<file path="config.mk">
export PLATFORM = sky130hd
export DESIGN_NAME = cpu_control_unit
export DESIGN_NICKNAME = d
export VERILOG_FILES = /design/src/rtl/cpu_control_unit.sv
export SDC_FILE = /design/constraint.sdc
export NUM_CORES = 1
export LEC_CHECK = 0
export ABC_AREA = 1
export CORE_MARGIN = 2
export CORE_UTILIZATION = 44
export CTS_CLUSTER_DIAMETER = 40
export DETAILED_ROUTE_END_ITERATION = 8
export PLACE_DENSITY = 0.78
export SYNTH_ARGS = -nofsm -noshare
export SYNTH_HDL_FRONTEND = slang
export SYNTH_SLANG_ARGS = --single-unit
</file>
<file path="constraint.sdc">
create_clock -name clk -period 1.5 [get_ports clk]
set_input_delay 0.3 -clock clk [delete_from_list [all_inputs] [get_ports clk]]
set_output_delay 0.3 -clock clk [all_outputs]
set_load 0.1 [all_outputs]
</file>
<file path="src/rtl/cpu_control_unit.sv">
// Multi-cycle fetch/decode/execute sequencer for the 8-bit CPU.
// Owns PC, IR, immediate and zero flag; drives ALU opcode and RF strobes.
module cpu_control_unit #(
  parameter int                ADDR_W   = 8,
  parameter logic [ADDR_W-1:0] RESET_PC = '0
) (
  input  logic              clk,
  input  logic              rst_n,
  output logic              imem_req,
  output logic [ADDR_W-1:0] imem_addr,
  input  logic              imem_ack,
  input  logic [7:0]        imem_rdata,
  output logic [2:0]        alu_opcode,
  input  logic              alu_zf,
  output logic [1:0]        rf_ra_addr,
  output logic [1:0]        rf_rb_addr,
  output logic              rf_we,
  output logic [1:0]        rf_waddr,
  output logic              rf_wsel,
  output logic [7:0]        imm,
  output logic [ADDR_W-1:0] pc,
  output logic              zflag,
  output logic              halted
);

  typedef enum logic [2:0] {
    S_FETCH,
    S_DECODE,
    S_FETCH_IMM,
    S_EXEC,
    S_HALT
  } state_e;

  localparam logic [2:0] OP_ADD = 3'b000;
  localparam logic [2:0] OP_AND = 3'b001;
  localparam logic [2:0] OP_NOT = 3'b010;
  localparam logic [2:0] OP_LDI = 3'b011;
  localparam logic [2:0] OP_JZ  = 3'b100;
  localparam logic [2:0] OP_JMP = 3'b101;
  localparam logic [2:0] OP_NOP = 3'b110;
  localparam logic [2:0] OP_HLT = 3'b111;

  state_e            state_q, state_d;
  logic [ADDR_W-1:0] pc_q, pc_d;
  logic [7:0]        ir_q, ir_d;
  logic [7:0]        imm_q, imm_d;
  logic              zf_q, zf_d;

  logic [2:0]        op;
  logic              is_alu;
  logic              in_exec;
  logic [ADDR_W-1:0] pc_inc;
  logic              unused_ir0;

  assign op         = ir_q[7:5];
  assign is_alu     = (op == OP_ADD) || (op == OP_AND) || (op == OP_NOT);
  assign in_exec    = (state_q == S_EXEC);
  assign pc_inc     = pc_q + ADDR_W'(1);
  assign unused_ir0 = ir_q[0];

  always_ff @(posedge clk) begin
    if (!rst_n) begin
      state_q <= S_FETCH;
      pc_q    <= RESET_PC;
      ir_q    <= '0;
      imm_q   <= '0;
      zf_q    <= 1'b0;
    end else begin
      state_q <= state_d;
      pc_q    <= pc_d;
      ir_q    <= ir_d;
      imm_q   <= imm_d;
      zf_q    <= zf_d;
    end
  end

  always_comb begin
    state_d = state_q;
    pc_d    = pc_q;
    ir_d    = ir_q;
    imm_d   = imm_q;
    zf_d    = zf_q;
    unique case (state_q)
      S_FETCH: begin
        if (imem_ack) begin
          ir_d    = imem_rdata;
          pc_d    = pc_inc;
          state_d = S_DECODE;
        end
      end
      S_DECODE: begin
        case (op)
          OP_LDI, OP_JZ, OP_JMP: state_d = S_FETCH_IMM;
          OP_NOP:                state_d = S_FETCH;
          OP_HLT:                state_d = S_HALT;
          default:               state_d = S_EXEC;
        endcase
      end
      S_FETCH_IMM: begin
        if (imem_ack) begin
          imm_d   = imem_rdata;
          pc_d    = pc_inc;
          state_d = S_EXEC;
        end
      end
      S_EXEC: begin
        state_d = S_FETCH;
        if (is_alu) zf_d = alu_zf;
        // a taken jump replaces the already-incremented pc
        if ((op == OP_JMP) || ((op == OP_JZ) && zf_q))
          pc_d = imm_q[ADDR_W-1:0];
      end
      S_HALT: state_d = S_HALT;
      default: state_d = S_FETCH;
    endcase
  end

  assign imem_req   = (state_q == S_FETCH) || (state_q == S_FETCH_IMM);
  assign imem_addr  = pc_q;
  assign alu_opcode = (in_exec && is_alu) ? op : 3'b111;
  assign rf_ra_addr = ir_q[4:3];
  assign rf_rb_addr = ir_q[2:1];
  assign rf_we      = in_exec && (is_alu || (op == OP_LDI));
  assign rf_waddr   = ir_q[4:3];
  assign rf_wsel    = (op == OP_LDI);
  assign imm        = imm_q;
  assign pc         = pc_q;
  assign zflag      = zf_q;
  assign halted     = (state_q == S_HALT);

endmodule
</file>
==> metrics.txt <==
outcome=complete, but fails checks; violated checks=negative setup slack; IO Pins=50; # H-tree levels=1; Post-synth top cells=nand2_1 (45), dfxtp_1 (27), a21oi_1 (25); Syn. warnings=0; clk sinks=27; #FFs+latches synth=27; Pins Over Slew Limit=0; pwr dens=819.1 mW/mm²; gr usage total=23.57%; worst hold path type=reg -> reg; Clock Skews=roughly 7.7 ps; dpl cells=283; initial antenna violation count=0; DRT antenna net count=0; Gate Count Post-Synth=201; CORE AREA=0.003053 mm²; Die Y=60.86 µm; critical path required time=1200 ps; via count=1497; most common cell in the netlist=nand2_1; Net Count, Synth=214; nets=265; CTS root buffer=clkbuf_4; Post-synth EDFFs=0; Critical Path End Type=primary output; final worst setup slack=-136.6 ps; Area Growth Syn to Fin=77.13%; final WL=4020 µm; fin crit share=109.1%; Avg Inst Size Synth=7.078 µm²; worst slew pin tran=366.2 ps; final non-filler cell total=295; Final Core Density=82.54%; RD Place Congestion=between 0.8 and 0.9; RSZ-0062 raised after global routing=true; Period minus WS final=around 1600 ps; share of cells above drive strength 1=40.24%; HPWL after detailed placement=slightly below 3000 µm; Worst setup SP type=flip-flop; Distinct cells, synth=25; Max transition margin=75.50%; Hold Fails Final Rpt=0; diode count=0; Post-synth top flop=dfxtp_1; width of the die=60.86 µm; leakage power=0.0009714 µW; vias in the first global route=between 1000 and 1500; crit-path max FO=3; Yosys top cell by area=dfxtp_1; CTS tree=done; worst hold margin=between 500 and 600 ps; top cell type's share of synthesized area=37.99%; Clock Tree Buf Depth=2; initial core utilization=46.60%; Initial DRT Pass Iterations=4; routed len/inst=13.63 µm; max cap viols=0; endpoints failing setup=6; first-pass GRT wire length=6492 µm; peak supply drop=about 0.74 mV; DRC violations left=0; asr flop ratio synth=0%; Clk pin slew, worst setup/hold paths=150 ps; CP arrival=1340 ps; port buffer count=a little under 50; sequential area share after synthesis=about 38%; CTS buffer count=3; site row count=20; Tot Pwr=2064 µW; die area=0.003704 mm²; critical path type=reg -> out; largest net degree at the start of global routing=17; total grt overflow=0; top post-synthesis cells by area=dfxtp_1 (38%), nand2_1 (12%), a21oi_1 (8.8%); clock latency on the worst-skew pair=330 ps; achievable clock frequency=0.6110 GHz; vias per cell=5.075; Iter 0 DRT Violations=90; Post-Syn Area=0.001423 mm²
==> layer usage <==
metal  GRT usage (%)  part of all wire [%]  wire (µm)
met1           28.61                    41       1652
met2           43.16                    53       2143
met3           3.838                   4.2        169
met4           5.901                   1.3         53
met5               0                     0          0
==> where the power goes <==
group	internal, µW	switching, µW	total [µW]	leakage, µW
sequential	764	74.9	839	0.000227
combinational	321	577	898	0.000730
clock	102	225	328	0.0000139
total	1190	877	2060	0.000971
==> timing repair <==
item / in CTS / in global routing
buffers inserted: 6 / 2
pin swaps: 3 / 1
resized for setup: 8 / 7
setup endpoints to repair: 4 / 11
hold buffers: 0 / 0
cloned: 0 / 0
==> stage by stage <==
| stage | TNS (ps) | setup slack, ps | cell area, µm² |
|---|---|---|---|
| 2_1_floorplan | -2696 | -302.4 | 1525 |
| 3_3_place_gp | 0 | 3.293 | 2366 |
| 3_5_place_dp | -88.02 | -55.26 | 2366 |
| 4_1_cts | -500.3 | -103.3 | 2489 |
| 5_1_grt | -849.8 | -177.4 | 2520 |
| 6_report | -581.8 | -136.6 | 2520 |
==> worst max-delay path, stage by stage (launching register included) <==
cell and delay [ps]:
dfxtp_2 370, inv_4 60, nand3_4 100, nor2_4 120, buf_12 140, nand2_8 50, buf_12 160
==> state kept, by name, indices dropped and copies added, names as in the netlist <==
register / cells
state_q: 3
zflag: 1
imem_addr: 8
imm: 8
ir_q: 7
==> layout make-up <==
type,count,area (µm²)
Clock buffer,3,22.52
Fill cell,172,533.0
Multi-Input combinational cell,134,754.5
Timing Repair Buffer,64,1016
Sequential cell,27,565.5
Clock inverter,1,7.507
Inverter,22,98.84
Tap cell,44,55.05
==> final timing paths <==
kind                            cells past startpoint        from            end  slack, ps
worst max register to register                      7     ir_q[6]   imem_addr[7]         90
worst min register to register                      2       zflag          zflag        510
worst max-delay path                                6  state_q[2]  alu_opcode[0]       -140
worst min-delay path                                2       zflag          zflag        510
==> kinds of logic (layout without fill, tap and decap cells) <==
group	after synthesis	count (layout)	synth area share [%]
flops	27	27	37.99
buf+inv	40	90	15.39
fa+ha+maj	1	1	0.8794
simple gates	89	89	29.02
compound gates	42	42	15.48
xor+xnor	2	2	1.232
==> layout by cell type (no fill, tap or decap), drive strengths merged <==
cell / Yosys / layout
a21oi: 26 / 26
nor2: 16 / 16
o21ai: 15 / 15
clkbuf: 0 / 3
inv: 21 / 20
clkdlybuf4s50: 0 / 11
clkinvlp: 0 / 2
ha: 1 / 1
nand2: 49 / 49
a211oi: 1 / 1
xor2: 2 / 2
clkinv: 1 / 1
nand3: 22 / 22
nor3: 1 / 1
dfxtp: 27 / 27
buf: 18 / 53
nand4: 1 / 1
(Power assumes the default switching activity.)
